[src/rtl/ofs_plat_mmio_rd_timeout_pkg.sv]
`default_nettype none
// ============================================================================
// Module   : ofs_plat_mmio_rd_timeout_pkg
// Purpose  : Shared types and constants for the MMIO read-timeout shim.
// Revision : 1.0 - initial release
// ============================================================================
package ofs_plat_mmio_rd_timeout_pkg;

  typedef logic [8:0]  t_mmio_tid;
  typedef logic [15:0] t_mmio_addr;
  typedef logic [63:0] t_mmio_data;

  // Timestamp storage is sized for the largest supported timeout (32768).
  // The shim only compares the low $clog2(TIMEOUT_CYCLES)+1 bits.
  typedef logic [15:0] t_mmio_ts;

  localparam t_mmio_data MMIO_RD_TIMEOUT_DATA = '1;

  typedef struct packed {
    t_mmio_tid tid;
    t_mmio_ts  start_ts;
  } t_tracker_entry;

  localparam int TRACKER_ENTRY_W = $bits(t_tracker_entry);

  // Increment that sticks at all-ones instead of wrapping.
  function automatic logic [31:0] sat_inc32(input logic [31:0] v);
    return (v == '1) ? v : v + 32'd1;
  endfunction

endpackage
`default_nettype wire

[src/rtl/ofs_plat_mmio_rd_tracker_fifo.sv]
`default_nettype none
// ============================================================================
// Module   : ofs_plat_mmio_rd_tracker_fifo
// Purpose  : In-order register FIFO of outstanding MMIO reads. Head is
//            combinational; push and pop may occur in the same cycle, and a
//            push into a full FIFO succeeds when a pop frees the slot.
// Revision : 1.0 - initial release
// ============================================================================
module ofs_plat_mmio_rd_tracker_fifo
  import ofs_plat_mmio_rd_timeout_pkg::*;
#(
  parameter int DEPTH = 64
)(
  input  logic                       clk,
  input  logic                       reset_n,
  input  logic                       push,
  input  logic [TRACKER_ENTRY_W-1:0] push_data,
  input  logic                       pop,
  output logic [TRACKER_ENTRY_W-1:0] head,
  output logic                       full,
  output logic                       empty,
  output logic [$clog2(DEPTH):0]     count
);

  localparam int c_PTR_W = $clog2(DEPTH);
  localparam int c_CNT_W = c_PTR_W + 1;

  logic [TRACKER_ENTRY_W-1:0] r_mem [DEPTH];
  logic [c_PTR_W-1:0]         r_wr_ptr;
  logic [c_PTR_W-1:0]         r_rd_ptr;
  logic [c_CNT_W-1:0]         r_count;
  logic                       w_push_ok;
  logic                       w_pop_ok;

  assign full      = (r_count == c_CNT_W'(DEPTH));
  assign empty     = (r_count == '0);
  assign count     = r_count;
  assign head      = r_mem[r_rd_ptr];
  assign w_pop_ok  = pop && !empty;
  assign w_push_ok = push && (!full || w_pop_ok);

  // Entry storage; flushing is done through the pointers, so no reset here.
  always_ff @(posedge clk) begin
    if (w_push_ok) r_mem[r_wr_ptr] <= push_data;
  end

  // Pointer and occupancy bookkeeping.
  always_ff @(posedge clk or negedge reset_n) begin
    if (!reset_n) begin
      r_wr_ptr <= '0;
      r_rd_ptr <= '0;
      r_count  <= '0;
    end else begin
      if (w_push_ok) r_wr_ptr <= r_wr_ptr + c_PTR_W'(1);
      if (w_pop_ok)  r_rd_ptr <= r_rd_ptr + c_PTR_W'(1);
      case ({w_push_ok, w_pop_ok})
        2'b10:   r_count <= r_count + c_CNT_W'(1);
        2'b01:   r_count <= r_count - c_CNT_W'(1);
        default: r_count <= r_count;
      endcase
    end
  end

endmodule
`default_nettype wire

[src/rtl/ofs_plat_shim_ccip_mmio_rd_timeout.sv]
`default_nettype none
// ============================================================================
// Module   : ofs_plat_shim_ccip_mmio_rd_timeout
// Purpose  : Forwards MMIO reads to the AFU, tracks them in order and emits
//            an all-ones response for any read the AFU leaves unanswered for
//            TIMEOUT_CYCLES. Late or unmatched AFU responses are dropped.
// Options  : OFS_PLAT_MMIO_RD_TIMEOUT_STATS_EN adds statistics outputs.
// Revision : 1.0 - initial release
// ============================================================================
module ofs_plat_shim_ccip_mmio_rd_timeout
  import ofs_plat_mmio_rd_timeout_pkg::*;
#(
  parameter int TIMEOUT_CYCLES = 4096,
  parameter int DEPTH          = 64
)(
  input  logic                   clk,
  input  logic                   reset_n,
  input  logic                   rx_mmio_rd_valid,
  input  logic [8:0]             rx_mmio_tid,
  input  logic [15:0]            rx_mmio_addr,
  output logic                   afu_mmio_rd_valid,
  output logic [8:0]             afu_mmio_tid,
  output logic [15:0]            afu_mmio_addr,
  input  logic                   afu_rsp_valid,
  input  logic [8:0]             afu_rsp_tid,
  input  logic [63:0]            afu_rsp_data,
  output logic                   fiu_rsp_valid,
  output logic [8:0]             fiu_rsp_tid,
  output logic [63:0]            fiu_rsp_data,
`ifdef OFS_PLAT_MMIO_RD_TIMEOUT_STATS_EN
  output logic [31:0]            stat_timeouts,
  output logic [31:0]            stat_dropped,
  output logic [$clog2(DEPTH):0] stat_max_outstanding,
`endif
  output logic                   overflow
);

  localparam int                c_TS_W    = $clog2(TIMEOUT_CYCLES) + 1;
  localparam int                c_CNT_W   = $clog2(DEPTH) + 1;
  localparam logic [c_TS_W-1:0] c_TIMEOUT = c_TS_W'(TIMEOUT_CYCLES);

  logic [c_TS_W-1:0]          r_ts;
  logic [TRACKER_ENTRY_W-1:0] w_head;
  t_tracker_entry             w_head_entry;
  t_tracker_entry             w_push_entry;
  logic                       w_full;
  logic                       w_empty;
  logic [c_CNT_W-1:0]         w_count;
  logic [c_TS_W-1:0]          w_age;
  logic                       w_match;
  logic                       w_expired;
  logic                       w_pop;
  logic                       w_unused;

  assign w_head_entry = t_tracker_entry'(w_head);
  // Modulo subtraction keeps the age correct across counter wrap.
  assign w_age     = r_ts - w_head_entry.start_ts[c_TS_W-1:0];
  assign w_match   = afu_rsp_valid && !w_empty && (afu_rsp_tid == w_head_entry.tid);
  // A matching AFU response in the expiry cycle takes priority.
  assign w_expired = !w_empty && (w_age >= c_TIMEOUT) && !w_match;
  assign w_pop     = w_match || w_expired;
  assign w_unused  = ^{w_head_entry.start_ts, w_count};

  // New tracker entry: request TID stamped with the current time.
  always_comb begin
    w_push_entry          = '0;
    w_push_entry.tid      = rx_mmio_tid;
    w_push_entry.start_ts = t_mmio_ts'(r_ts);
  end

  ofs_plat_mmio_rd_tracker_fifo #(
    .DEPTH (DEPTH)
  ) u_tracker (
    .clk       (clk),
    .reset_n   (reset_n),
    .push      (rx_mmio_rd_valid),
    .push_data (w_push_entry),
    .pop       (w_pop),
    .head      (w_head),
    .full      (w_full),
    .empty     (w_empty),
    .count     (w_count)
  );

  // Free-running timestamp.
  always_ff @(posedge clk or negedge reset_n) begin
    if (!reset_n) r_ts <= '0;
    else          r_ts <= r_ts + c_TS_W'(1);
  end

  // Request pass-through toward the AFU, one cycle of latency.
  always_ff @(posedge clk or negedge reset_n) begin
    if (!reset_n) begin
      afu_mmio_rd_valid <= 1'b0;
      afu_mmio_tid      <= '0;
      afu_mmio_addr     <= '0;
    end else begin
      afu_mmio_rd_valid <= rx_mmio_rd_valid;
      afu_mmio_tid      <= rx_mmio_tid;
      afu_mmio_addr     <= rx_mmio_addr;
    end
  end

  // Response toward the FIU: real AFU data on a match, all-ones on expiry.
  always_ff @(posedge clk or negedge reset_n) begin
    if (!reset_n) begin
      fiu_rsp_valid <= 1'b0;
      fiu_rsp_tid   <= '0;
      fiu_rsp_data  <= '0;
    end else begin
      fiu_rsp_valid <= w_pop;
      if (w_pop) begin
        fiu_rsp_tid  <= w_head_entry.tid;
        fiu_rsp_data <= w_match ? afu_rsp_data : MMIO_RD_TIMEOUT_DATA;
      end
    end
  end

  // Sticky flag: a request was forwarded but could not be tracked.
  always_ff @(posedge clk or negedge reset_n) begin
    if (!reset_n) overflow <= 1'b0;
    else if (rx_mmio_rd_valid && w_full && !w_pop) overflow <= 1'b1;
  end

`ifdef OFS_PLAT_MMIO_RD_TIMEOUT_STATS_EN
  logic w_drop;
  assign w_drop = afu_rsp_valid && !w_match;

  // Saturating event counters and occupancy high-water mark.
  always_ff @(posedge clk or negedge reset_n) begin
    if (!reset_n) begin
      stat_timeouts        <= '0;
      stat_dropped         <= '0;
      stat_max_outstanding <= '0;
    end else begin
      if (w_expired) stat_timeouts <= sat_inc32(stat_timeouts);
      if (w_drop)    stat_dropped  <= sat_inc32(stat_dropped);
      if (w_count > stat_max_outstanding) stat_max_outstanding <= w_count;
    end
  end
`endif

endmodule
`default_nettype wire

[config.mk]
export PLATFORM = sky130hd
export DESIGN_NAME = ofs_plat_shim_ccip_mmio_rd_timeout
export DESIGN_NICKNAME = d
export VERILOG_FILES = /design/src/rtl/ofs_plat_mmio_rd_timeout_pkg.sv /design/src/rtl/ofs_plat_mmio_rd_tracker_fifo.sv /design/src/rtl/ofs_plat_shim_ccip_mmio_rd_timeout.sv
export SDC_FILE = /design/constraint.sdc
export NUM_CORES = 2
export LEC_CHECK = 0
export ABC_AREA = 1
export CAP_MARGIN = 20
export CORE_AREA = 2 2 353 355
export CTS_CLUSTER_SIZE = 28
export DETAILED_ROUTE_END_ITERATION = 6
export DIE_AREA = 0 0 355 357
export DONT_BUFFER_PORTS = 1
export GPL_TIMING_DRIVEN = 0
export PLACE_DENSITY = 0.72
export SYNTH_ARGS = -nofsm -noshare
export SYNTH_HDL_FRONTEND = slang
export SYNTH_SLANG_ARGS = --single-unit
[constraint.sdc]
create_clock -name clk -period 10.6 [get_ports clk]
set_input_delay 2.12 -clock clk [delete_from_list [all_inputs] [get_ports clk]]
set_output_delay 2.12 -clock clk [all_outputs]
set_load 0.02 [all_outputs]
# After elaboration in Yosys (flattened, before gate mapping)
# Memories as Yosys holds them, arrays and structs flattened.
# Cells that the tools add are included.
# W data, S select, Z words.
[totals] register_bits=133 ram_bits=1408 inputBits=102 output_inout_bits=101 word_cells=43 mem_count=1
[mem_list] memory="u_tracker.r_mem" depth=64 word_bits=22 read_ports=1 rd_clocked_by_memory_dff=0 wr=1 line_no="ofs_plat_mmio_rd_tracker_fifo.sv:28" text="logic [TRACKER_ENTRY_W-1:0] r_mem [DEPTH];"
[op_classes] n_addsub=6 n_lt_le_gt_ge=1 n_eq_ne=4 muxes=4 n_reduce_logical=16
[op_table] cell="$mux W64" n=1
[op_table] cell="$pmux W7 S2" n=1
[op_table] cell="$add A13 B1 Y13 const B" n=1
[op_table] cell="$ge A13 B13 Y1 const B" n=1
[op_table] cell="$sub A13 B13 Y13" n=1
[op_table] cell="$add A6 B1 Y6 const B" n=2
[op_table] cell="$eq A9 B9 Y1" n=1
[op_table] cell="$logic_and A1 B1 Y1" n=8
[op_table] cell="$add A7 B1 Y7 const B" n=1
[op_table] cell="$eq A7 B7 Y1 const B" n=1
[op_table] cell="$logic_not A7 Y1" n=1
[op_table] cell="$sub A7 B1 Y7 const B" n=1
[op_table] cell="$logic_not A1 Y1" n=4
[op_table] cell="$eq A2 B1 Y1 const B" n=1
[op_table] cell="$eq A2 B2 Y1 const B" n=1
[op_table] cell="$logic_or A1 B1 Y1" n=2
[op_table] cell="$mux W1" n=2
[op_table] cell="$reduce_bool A2 Y1" n=1

# Longest topological paths before layout
[depth] depth_word=12 depth_mapped=38 depth_no_buf=32

# Cells and area by module
# A second synthesis with hierarchy kept.
[unflattened] cells_unflattened=6771 area_unflattened_um2=72863.6
[by_module_without_submodules] module="ofs_plat_mmio_rd_tracker_fifo" instances=1 cells_each=6132 area_per_inst_um2=67499.7 seq_area_each_um2=48521.5
[by_module_without_submodules] module="ofs_plat_shim_ccip_mmio_rd_timeout" instances=1 cells_each=639 area_per_inst_um2=5363.9 seq_area_each_um2=2852.7

# Worst setup path after synthesis
# Ideal clock, no wire load.
[synth_path] kind="register -> register" from="reg u_tracker.r_rd_ptr[0]" to="mem u_tracker.r_mem[15][0] (netlist name), enable pin" arrival_ns=4.821 setup_slack_ns=5.378 path_stages_with_launch=30 path_buffers=7 synth_period_minus_slack_ns=5.222 path_cell_list="dfrtp_1 inv_2 buf_6 buf_6 buf_2 clkbuf_1 clkbuf_1 clkbuf_1 nor2_1 o22ai_1 nor2_1 o22ai_1 nand2_1 o311ai_0 nand2_1 ha_1 a21oi_1 o21ai_0 nand2_1 o211ai_1 a31oi_1 inv_1 nand2_1 nand3_1 nand2_2 inv_2 nand3_2 buf_4 nand3_2 nor2_1"
[synth_between] elab_chain_len=11 word_cells_on_any_way=14 cone_classes="add/sub: 1; order compare: 1; eq/ne: 1; mux: 2; reduce/logical: 8; memory: 1"
[synth_rtl] element="start: declaration" line_no="ofs_plat_mmio_rd_tracker_fifo.sv:30" text="logic [c_PTR_W-1:0] r_rd_ptr;"
[synth_rtl] element="start signal: assignment" line_no="ofs_plat_mmio_rd_tracker_fifo.sv:55" text="if (w_pop_ok) r_rd_ptr <= r_rd_ptr + c_PTR_W'(1);"
[synth_rtl] element="$mem_v2 Z64 W22 (*)"
[synth_rtl] element="$sub A13 B13 Y13 / $eq A9 B9 Y1 (equally long branches)" line_no="ofs_plat_shim_ccip_mmio_rd_timeout.sv:57, ofs_plat_shim_ccip_mmio_rd_timeout.sv:58"
[synth_rtl] element="$ge A13 B13 Y1 / $logic_and A1 B1 Y1 (equally long branches)" line_no="ofs_plat_shim_ccip_mmio_rd_timeout.sv:60, ofs_plat_shim_ccip_mmio_rd_timeout.sv:58"
[synth_rtl] element="$logic_and A1 B1 Y1 / $logic_not A1 Y1 (equally long branches)" line_no="ofs_plat_shim_ccip_mmio_rd_timeout.sv:60" text="assign w_expired = !w_empty && (w_age >= c_TIMEOUT) && !w_match;"
[synth_rtl] element="$logic_and A1 B1 Y1" line_no="ofs_plat_shim_ccip_mmio_rd_timeout.sv:60"
[synth_rtl] element="$logic_or A1 B1 Y1 (*)" line_no="ofs_plat_shim_ccip_mmio_rd_timeout.sv:61" text="assign w_pop = w_match || w_expired;"
[synth_rtl] element="$logic_and A1 B1 Y1 (*)" line_no="ofs_plat_mmio_rd_tracker_fifo.sv:39" text="assign w_pop_ok = pop && !empty;"
[synth_rtl] element="$logic_or A1 B1 Y1 (*)" line_no="ofs_plat_mmio_rd_tracker_fifo.sv:40" text="assign w_push_ok = push && (!full || w_pop_ok);"
[synth_rtl] element="$logic_and A1 B1 Y1 (*)" line_no="ofs_plat_mmio_rd_tracker_fifo.sv:40"
[synth_rtl] element="$mux W1 (*)" line_no="ofs_plat_mmio_rd_tracker_fifo.sv:44" text="if (w_push_ok) r_mem[r_wr_ptr] <= push_data;"
[synth_rtl] element="$mux W1 (implied by the code) (*)" line_no="ofs_plat_mmio_rd_tracker_fifo.sv:44"
[synth_rtl] element="end: declaration" line_no="ofs_plat_mmio_rd_tracker_fifo.sv:28"
# Mark *: on every way between the ends. The rest lies on a longest branch, timed or not.

# Worst setup path in the final report
[layout_path] from="reg u_tracker.r_rd_ptr[0]" to="mem u_tracker.r_mem[1][3] (netlist name), enable pin"
# The elaborated chain is that of the path after synthesis.

==> impl_summary.log <==
INFO  metric path_buf_inv = 12
INFO  metric worst_path_required_time = 11.10 ns
INFO  metric std_cell_rows = 129
INFO  metric tritoncts.num_buffers = 152
INFO  metric design.final.nets = 5266
INFO  metric floorplan.initialDensity = 49.6%
INFO  metric power_leakage = 0.0243 uW
INFO  metric most-common-layout-cells = sky130_fd_sc_hd__edfxtp_1, sky130_fd_sc_hd__nand2_1, sky130_fd_sc_hd__nor2_1, sky130_fd_sc_hd__o21ai_0, sky130_fd_sc_hd__nand3_1
INFO  metric final_min_period_over_clock_period = 88.3%
INFO  metric slew-limit-headroom = 11.4%
INFO  metric run_status = finished, final reports clean
INFO  metric setup.worst_path.class = flip-flop to flip-flop
INFO  metric cap_violations = 0
INFO  metric syn_nets = 5031
INFO  metric buffer_ports.inserted = 0
INFO  metric clock_insertion_delay_worst_skew = 0.81 ns
INFO  metric slowest_delay = 0.89 ns
INFO  metric detailedPlacementHpwl = 149000 microns
INFO  metric ys_seq_area_share = 74.7%
INFO  metric synth_top_flop_cell = sky130_fd_sc_hd__edfxtp_1
INFO  metric synthDistinctLibCells = 40
INFO  metric fillCellCount = 9600
INFO  metric post_cts.repair.setup_buffers = 0
INFO  metric antenna_found_initial = 7
INFO  metric worst_r2r_startpoint = u_tracker.r_rd_ptr[0]
INFO  metric critical_path_depth = 29
INFO  metric design_power_total = 19600 uW
INFO  metric cts-root-buf = sky130_fd_sc_hd__clkbuf_16
INFO  metric number_of_remaining_drc_errors = 0
INFO  metric clk_pin_slew = 0.06 ns
INFO  metric ioPinCount = 203
INFO  metric finalHoldViolCount = 0
INFO  metric cpMaxStageDelayCell = sky130_fd_sc_hd__clkbuf_1
INFO  metric worst_r2r_path_depth = 29
INFO  metric netlist_instances = 4908
INFO  metric worst_setup_path_start_kind = flip-flop
INFO  metric htree_levels = 4
INFO  metric drive_above_1_share = 9.44%
INFO  metric worst_hold_path_type = flip-flop to flip-flop
INFO  metric clock-skew-final = 0.0368 ns
INFO  metric final_common_cell = sky130_fd_sc_hd__edfxtp_1
INFO  metric floorplan.die.height = 357 microns
INFO  metric worst-endpoint-arrival = 9.86 ns
INFO  metric synth_largest_type_area_fraction = 69.3%
INFO  metric worst_hold_startpoint = u_tracker.count[0]
INFO  metric async_flop_share = 8.63%
INFO  metric cts_tree = built
INFO  metric synth.top_cells.by_area = sky130_fd_sc_hd__edfxtp_1, sky130_fd_sc_hd__nand2_1, sky130_fd_sc_hd__dfrtp_1, sky130_fd_sc_hd__o21ai_0, sky130_fd_sc_hd__nor2_1
INFO  metric clock.fmax = 0.107 GHz
INFO  metric critPathCaptureType = flip-flop
INFO  metric unrepaired_setup_endpoints_after_global_routing = false
INFO  metric routed_wire_length_per_instance = 32.5 microns
INFO  metric die_area = 0.127 sq mm
INFO  metric min_period = 9.36 ns
INFO  metric postCtsHoldBufs = 0
INFO  metric synth.yosys.warnings = 0
INFO  metric routabilityCongestion = 1.04
INFO  metric post_synth_instance_area = 0.0610 sq mm
INFO  metric worstPathMaxFanout = 10
INFO  metric max-clock-path-buffers = 3
INFO  metric placeableCoreArea = 0.123 sq mm
INFO  metric grt_max_degree = 134
INFO  metric synth-edff-count = 1408
INFO  metric cell_area_power_density = 279 mW/mm^2
INFO  metric grt_pass1_wl = 307000 microns
INFO  metric syn_to_final_growth = 15.1%
INFO  metric post_cts_resize_count = 0
INFO  metric setup_viol = 0
INFO  metric number_of_global_route_vias_before_repair = 41500
INFO  metric place_ws = 1.38 ns
INFO  metric critPathTopFamily = buffers and inverters
INFO  metric final_area = 0.0703 sq mm
INFO  metric die_w = 355 microns
INFO  metric worst_max_slew_pin_slew = 1.30 ns
INFO  metric netlist.top_cell.by_area = sky130_fd_sc_hd__edfxtp_1
INFO  metric gr-total-overflow = 0
INFO  metric via_per_inst = 6.41
INFO  metric numClockSinks = 1541
INFO  metric track_usage = 34.9%
INFO  metric syn_area_cell = 12.4 sq um
INFO  metric whs_endpoint = u_tracker.count[0]
INFO  metric regToRegSetupSlack = 1.24 ns
INFO  metric vdd.ir_drop.worst = 0.000210 V
INFO  metric worst_hold_path.num_cells = 1
INFO  metric finalMaxSlewViolations = 0
INFO  metric number_of_synthesized_register_bits = 1541
INFO  metric placedInstanceArea = 0.0653 sq mm
INFO  metric antenna_left = 0
INFO  metric rr_endpoint = u_tracker.r_mem[1][3]
INFO  metric drt-pass1-iter-count = 7
INFO  metric num_vias = 44300
INFO  metric timing.final.ws_setup = 1.24 ns
INFO  metric detail_route.wirelength = 225000 microns
INFO  metric drt_iter0_drc = 8205
-- worst max-delay path by stage --
stage / from / endpoint / slack [ns]
global placement: u_tracker.r_rd_ptr[0] / u_tracker.r_mem[2][8] / -0.71
global route: u_tracker.r_rd_ptr[0] / u_tracker.r_mem[1][3] / 1.31
detailed placement: u_tracker.r_rd_ptr[0] / u_tracker.r_mem[1][9] / 1.38
finish: u_tracker.r_rd_ptr[0] / u_tracker.r_mem[1][3] / 1.24
floorplan: u_tracker.r_rd_ptr[0] / u_tracker.r_mem[15][0] / 5.38
CTS: u_tracker.r_rd_ptr[0] / u_tracker.r_mem[1][10] / 1.34
-- layer usage --
| metal | share of wire, % | track usage (%) | wire [microns] | up-vias |
|---|---|---|---|---|
| met5 | 0.034 | 0 | 77 | - |
| met3 | 14 | 11.3 | 32500 | 991 |
| met1 | 33 | 42.2 | 73200 | 21300 |
| met4 | 9.1 | 26.4 | 20500 | 10 |
| li1 | - | - | - | 18100 |
| met2 | 44 | 52.3 | 98400 | 3927 |
-- Yosys cell counts, types with 3 or more instances --
cell,count
sky130_fd_sc_hd__a2111oi_0,44
sky130_fd_sc_hd__a21oi_1,195
sky130_fd_sc_hd__buf_1,15
sky130_fd_sc_hd__buf_2,100
sky130_fd_sc_hd__buf_4,12
sky130_fd_sc_hd__buf_6,3
sky130_fd_sc_hd__clkbuf_1,185
sky130_fd_sc_hd__dfrtp_1,133
sky130_fd_sc_hd__edfxtp_1,1408
sky130_fd_sc_hd__ha_1,20
sky130_fd_sc_hd__inv_1,119
sky130_fd_sc_hd__inv_2,3
sky130_fd_sc_hd__nand2_1,1102
sky130_fd_sc_hd__nand3_1,341
sky130_fd_sc_hd__nand3_2,5
sky130_fd_sc_hd__nand4_1,6
sky130_fd_sc_hd__nor2_1,475
sky130_fd_sc_hd__nor3_1,24
sky130_fd_sc_hd__o211ai_1,3
sky130_fd_sc_hd__o21ai_0,385
sky130_fd_sc_hd__o21ai_1,10
sky130_fd_sc_hd__o22ai_1,252
sky130_fd_sc_hd__o311ai_0,22
sky130_fd_sc_hd__xnor2_1,4
sky130_fd_sc_hd__xor2_1,20
-- worst reg2reg max path: cells and delay by family (launching register included) --
family	cells	cell delay, ns
buffers and inverters	12	4.10
DFF	1	0.56
and+or+nand+nor	10	2.50
adders and majority gates	1	0.33
AOI/OAI and AO/OA	6	1.56
-- registers in the layout, summed over array words and instances, names as in the netlist --
name                flops
fiu_rsp_valid           1
u_tracker.r_rd_ptr      6
afu_mmio_rd_valid       1
afu_mmio_addr          16
u_tracker.r_mem      1408
fiu_rsp_tid             9
u_tracker.r_wr_ptr      6
overflow                1
u_tracker.count         7
fiu_rsp_data           64
afu_mmio_tid            9
r_ts                   13
-- kinds of logic after synthesis --
logic type	synth area share [%]
flops	74.7
compound gates	8.54
fa+ha+maj	0.443
buf+inv	3.03
xor+xnor	0.344
simple gates	12.9
-- stage by stage --
stage	utilization (%)	TNS, ns	hold slack [ns]	std cells
after CTS	57.1	0	0.522	6910
after global placement	51.3	-162.15	0.483	6545
final	57.1	0	0.519	6914
after global routing	57.1	0	0.553	6911
after detailed placement	53.1	0	0.509	6625
after floorplan	-	0	0.463	4908
-- final cells by class --
class	count	area [sq um]	share of cell area, %
tap	1637	2050	2.92
sequential	1541	45600	64.9
inverter	125	472	0.671
clock inverter	72	661	0.940
antenna	3	7.51	0.0107
multi-input combinational	2927	14100	20.0
timing repair buffer	81	1720	2.45
buffer	315	1380	1.96
clock buffer	213	4290	6.11
-- where the power goes --
group	internal (uW)	total [uW]	switching, uW
clock network	3100	5440	2340
registers	6790	6910	121
logic	1720	7260	5540
total	11600	19600	8000
Power figures use the tool's default switching activity.
